--- config.mk ---
export PLATFORM = sky130hd
export DESIGN_NAME = pe_matrix_ctrl
export DESIGN_NICKNAME = d
export VERILOG_FILES = /design/src/rtl/pe_ctrl_pkg.sv /design/src/rtl/pe_valid_pipe.sv /design/src/rtl/pe_matrix_ctrl.sv
export SDC_FILE = /design/constraint.sdc
export NUM_CORES = 1
export LEC_CHECK = 0
export CAP_MARGIN = 20
export CORE_ASPECT_RATIO = 0.5
export CORE_UTILIZATION = 55
export CTS_CLUSTER_SIZE = 14
export DETAILED_ROUTE_END_ITERATION = 12
export PLACE_DENSITY_LB_ADDON = 0.08
export SYNTH_ARGS = -nofsm -noshare
export SYNTH_HDL_FRONTEND = slang
export SYNTH_SLANG_ARGS = --single-unit
export TNS_END_PERCENT = 1
--- constraint.sdc ---
create_clock -name CLK -period 4.3 [get_ports CLK]
set_input_delay 0.86 -clock CLK [delete_from_list [all_inputs] [get_ports CLK]]
set_output_delay 0.86 -clock CLK [all_outputs]
set_load 0.02 [all_outputs]
--- src/rtl/pe_ctrl_pkg.sv ---
// Shared definitions for the PE matrix controller.
//   N         : matrix dimension (columns/rows)
//   SEL_*     : per-column streaming-mode codes driven on sel
//   state_t   : controller FSM states
//   cfg_is_legal : start-time configuration check
package pe_ctrl_pkg;

  localparam int N = 11;

  localparam logic [1:0] SEL_EXT  = 2'd0;  // load from Bus_IF
  localparam logic [1:0] SEL_DL   = 2'd1;  // shift from m_in_1 (lower-left)
  localparam logic [1:0] SEL_UR   = 2'd2;  // shift from m_in_2 (upper-right)
  localparam logic [1:0] SEL_HOLD = 2'd3;  // recirculate via m_in_3

  typedef enum logic [2:0] {
    S_IDLE,
    S_CLR_W,
    S_LOAD_W,
    S_FILL,
    S_STREAM,
    S_DRAIN
  } state_t;

  // K must select at least one and at most N columns; a job must carry beats.
  function automatic logic cfg_is_legal(input logic [3:0] k, input logic beats_nonzero);
    return (k != 4'd0) && (k <= 4'(N)) && beats_nonzero;
  endfunction

endpackage

--- src/rtl/pe_valid_pipe.sv ---
// Delay line that follows feature beats through the PE matrix so that
// p_valid/p_last line up with the products appearing on Bus_P.
// Ports:
//   CLK       clock, rising edge
//   clr       synchronous clear (reset or abort), flushes in-flight beats
//   in_valid  accepted feature beat this cycle
//   in_last   the accepted beat is the job's final beat
//   out_valid in_valid delayed by PIPE_LAT cycles
//   out_last  in_last delayed by PIPE_LAT cycles
module pe_valid_pipe #(
  parameter int PIPE_LAT = 2
) (
  input  logic CLK,
  input  logic clr,
  input  logic in_valid,
  input  logic in_last,
  output logic out_valid,
  output logic out_last
);

  logic [PIPE_LAT-1:0] valid_sr;
  logic [PIPE_LAT-1:0] last_sr;

  always_ff @(posedge CLK) begin
    if (clr) begin
      valid_sr <= '0;
      last_sr  <= '0;
    end else begin
      valid_sr[0] <= in_valid;
      last_sr[0]  <= in_valid & in_last;
      for (int i = 1; i < PIPE_LAT; i++) begin
        valid_sr[i] <= valid_sr[i-1];
        last_sr[i]  <= last_sr[i-1];
      end
    end
  end

  assign out_valid = valid_sr[PIPE_LAT-1];
  assign out_last  = last_sr[PIPE_LAT-1];

endmodule

--- src/rtl/pe_matrix_ctrl.sv ---
// Sequencer for the 11x11 PE matrix. A job clears the weights, loads K
// weight columns, then streams cfg_beats feature beats while steering the
// per-column mode selects, and finally drains the matrix pipeline.
// Ports:
//   CLK, RST                clock; synchronous active-high reset
//   start, abort            job start pulse / synchronous abort
//   cfg_k, cfg_beats, cfg_dir  job configuration, sampled on accepted start
//   busy, done, cfg_err     job status (done/cfg_err are 1-cycle pulses)
//   rst_w                   weight clear to the matrix
//   w_valid, w_load, w_col  weight column handshake and column index
//   if_valid, if_ready      feature beat handshake
//   sel                     per-column mode select, packed [N-1:0][1:0]
//   p_valid, p_last         Bus_P product validity and final-beat flag
module pe_matrix_ctrl
  import pe_ctrl_pkg::*;
#(
  parameter int CNT_W    = 16,
  parameter int PIPE_LAT = 2
) (
  input  logic                  CLK,
  input  logic                  RST,
  input  logic                  start,
  input  logic                  abort,
  input  logic [3:0]            cfg_k,
  input  logic [CNT_W-1:0]      cfg_beats,
  input  logic                  cfg_dir,
  output logic                  busy,
  output logic                  done,
  output logic                  cfg_err,
  output logic                  rst_w,
  input  logic                  w_valid,
  output logic                  w_load,
  output logic [3:0]            w_col,
  input  logic                  if_valid,
  output logic                  if_ready,
  output logic [N-1:0][1:0]     sel,
  output logic                  p_valid,
  output logic                  p_last
);

  localparam int DW = (PIPE_LAT > 1) ? $clog2(PIPE_LAT) : 1;

  state_t           state, state_nx;
  logic [3:0]       k_q;
  logic [CNT_W-1:0] beats_q;
  logic             dir_q;
  logic [CNT_W-1:0] beat_cnt;
  logic [DW-1:0]    drain_cnt;
  logic             done_q, done_nx;
  logic             cfg_err_q, cfg_err_nx;
  logic             start_ok;
  logic             hs;
  logic             final_beat;
  logic             last_col;

  assign start_ok   = start && cfg_is_legal(cfg_k, |cfg_beats);
  assign if_ready   = (state == S_FILL) || (state == S_STREAM);
  assign hs         = if_ready && if_valid;
  // beat_cnt holds beats already accepted, so the FILL beat is final when cfg_beats == 1.
  assign final_beat = hs && (beat_cnt == beats_q - CNT_W'(1));
  assign last_col   = (w_col == k_q - 4'd1);
  assign busy       = (state != S_IDLE);
  assign done       = done_q;
  assign cfg_err    = cfg_err_q;

  // NOTE: sequential state uses non-blocking assignments so every register
  // samples the pre-edge values of the others, independent of block order.
  always_ff @(posedge CLK) begin
    if (RST || abort) begin
      state     <= S_IDLE;
      done_q    <= 1'b0;
      cfg_err_q <= 1'b0;
    end else begin
      state     <= state_nx;
      done_q    <= done_nx;
      cfg_err_q <= cfg_err_nx;
    end
  end

  // NOTE: every output of this block gets a default first; a path that left
  // one unassigned would infer a latch.
  always_comb begin
    state_nx   = state;
    done_nx    = 1'b0;
    cfg_err_nx = 1'b0;
    rst_w      = 1'b0;
    w_load     = 1'b0;
    unique case (state)
      S_IDLE: begin
        if (start_ok)   state_nx   = S_CLR_W;
        else if (start) cfg_err_nx = 1'b1;
      end
      S_CLR_W: begin
        rst_w    = 1'b1;
        state_nx = S_LOAD_W;
      end
      S_LOAD_W: begin
        w_load = w_valid;
        if (w_valid && last_col) state_nx = S_FILL;
      end
      S_FILL: begin
        if (hs) state_nx = final_beat ? S_DRAIN : S_STREAM;
      end
      S_STREAM: begin
        if (final_beat) state_nx = S_DRAIN;
      end
      S_DRAIN: begin
        if (drain_cnt == DW'(PIPE_LAT - 1)) begin
          state_nx = S_IDLE;
          done_nx  = 1'b1;
        end
      end
      default: state_nx = S_IDLE;
    endcase
  end

  // Job configuration and progress counters.
  always_ff @(posedge CLK) begin
    if (RST || abort) begin
      k_q       <= '0;
      beats_q   <= '0;
      dir_q     <= 1'b0;
      w_col     <= '0;
      beat_cnt  <= '0;
      drain_cnt <= '0;
    end else begin
      if (state == S_IDLE && start_ok) begin
        k_q      <= cfg_k;
        beats_q  <= cfg_beats;
        dir_q    <= cfg_dir;
        w_col    <= '0;
        beat_cnt <= '0;
      end
      // Return to column 0 after the last column so w_col rests at 0 outside LOAD_W.
      if (w_load) w_col <= last_col ? 4'd0 : w_col + 4'd1;
      if (hs)     beat_cnt <= beat_cnt + CNT_W'(1);
      drain_cnt <= (state == S_DRAIN) ? drain_cnt + DW'(1) : '0;
    end
  end

  // Column modes only change on an accepted beat; a gap recirculates every
  // column so the matrix contents stay aligned with the beat stream.
  always_comb begin
    sel = {N{SEL_HOLD}};
    if (hs) begin
      for (int c = 0; c < N; c++) begin
        if (4'(c) < k_q) begin
          if (state == S_FILL || 4'(c) == k_q - 4'd1) sel[c] = SEL_EXT;
          else                                         sel[c] = dir_q ? SEL_UR : SEL_DL;
        end
      end
    end
  end

  pe_valid_pipe #(
    .PIPE_LAT (PIPE_LAT)
  ) u_valid_pipe (
    .CLK       (CLK),
    .clr       (RST | abort),
    .in_valid  (hs),
    .in_last   (final_beat),
    .out_valid (p_valid),
    .out_last  (p_last)
  );

endmodule

==> run summary <==
For the maximum clock frequency, the log shows 0.274 GHz. Yosys mapped the design onto 59 distinct sky130hd cell types. Sorting the synthesized cells by area gives the leading types as sky130_fd_sc_hd__dfxtp_1 31%, sky130_fd_sc_hd__mux2i_1 7.3%, sky130_fd_sc_hd__nor2_1 6.3%, sky130_fd_sc_hd__o21ai_0 4.1%, sky130_fd_sc_hd__nand2_1 3.8%. The shortest clock period the worst path allows after layout is 3.65 ns. The critical path data required time was 3.44 ns; the largest fanout on the critical path was 24. The synthesized design contains 51 register bits.

The total routing usage reported by global routing came out at 28.3%. After clock tree synthesis, the clock-pin slew on the worst setup and hold paths is 0.07 ns. The logs give 0 for the number of max-slew violations in the final report and 0 for the total of warnings raised by yosys. In the synthesized netlist the dominant register cell turns out to be sky130_fd_sc_hd__dfxtp_1.

In this run the tool buffered the top-level ports with 60 buffer cells. The power density over the cells works out to 265 nW/um^2. Setup repair after global routing left no endpoint under its margin. TritonCTS built the clock tree. After detailed routing, the number of remaining DRC violations is 8.

For this run, the share of the core covered by cells in the final layout is 72.0%. The final layout contains 494 nets. In this run the worst hold path is classified as flip-flop to flip-flop. The cell depth of the worst min-delay path is 1.

The logs give 0 for the global-route congestion overflow total and 17.0% for the combinational cell fraction of total power. In the synthesized netlist, the number of instances is 415. Summing the sequential cell areas from Yosys gives 31.0% of the chip area. Setup violations remaining at the end of the flow were counted as 0. The share of total power dissipated in sequential elements is 46.1%.

The floorplan step defined a die boundary enclosing 6330 um^2. Summed over all instances, the cell type with the most area after synthesis is sky130_fd_sc_hd__dfxtp_1. Entering global routing, the biggest net connects 44 pins.

The number of endpoints with negative hold slack in the final report came out at 0. Yosys mapped a number of flops with a built-in enable equal to 0. The floorplan has 19 rows. The initial antenna violation count is 0, and the maximum number of buffers from clock root to sink is 2.

The critical path in this run is classified as primary input to primary output. The level count of the clock H-tree is 2. The detailed router finished its first iteration with 351 violations.

Summed over all failing endpoints, the final setup total negative slack is 0 ns. In this run the remaining antenna-violating nets after routing total 0. For the via count of the first global-routing pass, the log shows 3056.

The tools report the via total after detailed routing as 3313. The cell area after synthesis was 3300 um^2. The startpoint of the lowest-slack register-to-register path is state[0].

The clock latency of the later-clocked register in the worst-skew pair was 0.29 ns; the reported leakage power was 1.54 nW. The wire length of the first global-routing pass was 14.4 mm. The analysis attributes to net switching a power of 0.280 mW. The share of synthesized flip-flops with an asynchronous set or reset is 0%, and the number of maximum-capacitance constraint violations is 0.

The path with the worst hold slack has its endpoint at u_valid_pipe.valid_sr[1]. The number of iterations in the first detailed-routing pass was 9; the die span in y was 56.7 um. For the pin with the worst max-slew slack, the measured transition is 0.897 ns.

Via density per instance: 6.23. In this run the critical register-to-register path is captured at beat_cnt[2]. The flop-to-flop setup slack was 1.87 ns; the initial core utilization was 58.5%. The number of gates resized after CTS was 0. The number of buffers added for setup after CTS came out at 0.

The proportion of netlist area held by the largest area contributor was 31.0%; the path depth of the worst reg2reg path was 5. Clock tree synthesis found a total of 51 sinks. The flow ran to the end, but the final reports show violations. In this run the tightest slew margin relative to its limit is 40.0%. A synthesized cell averages 7.94 um^2. The number of antenna diodes in the final layout is 0. Synthesis produced a netlist with a net count of 450.

The post-route netlist has 4.14% of its cells at a drive strength greater than 1. The startpoint of the lowest-slack hold path is u_valid_pipe.valid_sr[0]. Peak supply drop: 0.190 mV. In the finished design, the share of the clock period the worst path needs comes to 85.0%. The cell sitting at the root of the clock tree is a sky130_fd_sc_hd__clkbuf_16. Once detailed placement completed, the half-perimeter wirelength came to 6.24 mm.

The checks that failed: DRC. The standard cell core area was 5630 um^2. The routability-driven placement congestion ratio came out at 0.985. The worst setup path is captured at a primary output.

The final layout contains routed wiring with a total length of 8.60 mm. The die is 111 um wide. Arrival time reported for the critical path endpoint: 2.79 ns. After routing the design area is 4060 um^2. Across the routed clock network, the largest skew measured is 0.00466 ns. The synthesis-to-layout area growth came out at 23.0%. STA classifies the critical path startpoint as a primary input. For this design the top-level I/O count stands at 61. Of the total power, the clock network draws 36.9%.

After filler insertion, the fill cell instance count of the layout stands at 469. The run gives 0.793 mW as the design internal power. In the final routed layout, each cell accounts on average for 16.2 um.

In this run, CTS created clock tree buffers numbering 5. After clock tree synthesis, the flow added hold-fix buffers numbering 0. The total cell area at the placement stage is 3910 um^2, and the fraction of power spent switching nets is 26.1%.
[logic make-up (layout without fill, tap and decap cells)]
logic type      count (synthesis)  count (layout)  synth area share (%)
fa+ha+maj                       8               8                  3.04
mux                            29              29                  8.99
compound gates                 91              91                  17.7
xor+xnor                       27              27                  7.17
flops                          51              51                  31.0
simple gates                  179             179                  28.4
buf+inv                        30              74                  3.76
[layer usage]
layer,vias up,track usage (%),part of all wire [%]
met4,0,8.69,1.2
met5,-,0,0
met3,14,5.29,7.9
met2,147,48.5,46
met1,1559,36.4,45
li1,1593,-,-
[synth_stat cells, drive strengths merged, types with 4 or more instances]
| cell type | number |
|---|---|
| nor2 | 55 |
| dfxtp | 51 |
| nand2 | 33 |
| o21ai | 27 |
| mux2i | 24 |
| a21oi | 22 |
| clkbuf | 17 |
| xnor2 | 14 |
| nand3 | 13 |
| xor2 | 13 |
| nor3 | 11 |
| and3 | 10 |
| nand4 | 9 |
| and2 | 8 |
| buf | 8 |
| ha | 8 |
| a31oi | 7 |
| nor4 | 7 |
| nand3b | 6 |
| a311oi | 5 |
| inv | 5 |
| mux2 | 5 |
| nand2b | 5 |
| o211ai | 5 |
| a211o | 4 |
| nor3b | 4 |
[stage by stage]
step	hold slack, ns	power (mW)	worst slack (ns)	instances
CTS	0.428	1.07	0.650	532
global route	0.440	1.11	0.512	532
global placement	0.413	0.677	0.779	525
floorplan	0.406	0.622	1.55	415
finish	0.426	1.07	0.645	532
detailed placement	0.413	0.683	0.658	525
[sequential cells by signal, indices dropped and copies added (netlist names)]
signal / count
dir_q: 1
k_q: 4
cfg_err: 1
beat_cnt: 16
state: 3
done: 1
beats_q: 16
drain_cnt: 1
w_col: 4
u_valid_pipe.last_sr: 2
u_valid_pipe.valid_sr: 2
[placed cells by master (no fill, tap or decap), drive strengths merged, types with 4 or more instances in the layout]
master | synthesis | layout
nor4 | 7 | 7
nor3b | 4 | 4
o211ai | 5 | 5
nand3b | 6 | 6
nor2 | 55 | 55
inv | 5 | 5
nand2 | 33 | 33
xor2 | 13 | 13
and2 | 8 | 8
xnor2 | 14 | 14
and3 | 10 | 10
a21oi | 22 | 22
nand3 | 13 | 13
a31oi | 7 | 7
mux2i | 24 | 24
nand2b | 5 | 5
nor3 | 11 | 11
a311oi | 5 | 5
a211o | 4 | 4
o21ai | 27 | 27
mux2 | 5 | 5
ha | 8 | 8
clkdlybuf4s50 | 0 | 60
clkbuf | 17 | 6
dfxtp | 51 | 51
nand4 | 9 | 9
[worst max path at each step]
stage / start / endpoint / slack (ns) / cells after the start
5_1_grt: k_q[0] / sel[2] / 0.51 / 7
4_1_cts: if_valid / sel[10] / 0.65 / 5
6_report: if_valid / sel[10] / 0.65 / 5
3_3_place_gp: if_valid / sel[11] / 0.78 / 5
2_1_floorplan: if_valid / sel[10] / 1.55 / 5
3_5_place_dp: if_valid / sel[10] / 0.66 / 5
[cell type report]
class                   instances  area, um^2  share of cell area (%)
clock buffers                   6         139                    3.42
clock inverters                 1        5.00                   0.123
inverters                       5        18.8                   0.463
multi-input cells             334        2150                    53.1
flip-flops and latches         51        1020                    25.2
well taps                      73        91.3                    2.25
repair buffers                 62         628                    15.5
[critical path: stages]
cell and delay (ns):
sky130_fd_sc_hd__clkdlybuf4s50_1 0.46, sky130_fd_sc_hd__a21bo_2 0.56, sky130_fd_sc_hd__nor2_1 0.14, sky130_fd_sc_hd__o21ai_0 0.12, sky130_fd_sc_hd__clkdlybuf4s50_1 0.64
[power groups by stage]
stage | registers (mW) | clock network [mW] | logic, mW
6_report | 0.495 | 0.396 | 0.182
2_1_floorplan | 0.498 | 0 | 0.125
4_1_cts | 0.494 | 0.398 | 0.180
3_3_place_gp | 0.504 | 0 | 0.173
3_5_place_dp | 0.505 | 0 | 0.178
5_1_grt | 0.496 | 0.417 | 0.198
Note: power is estimated with default switching activity, not from simulation.
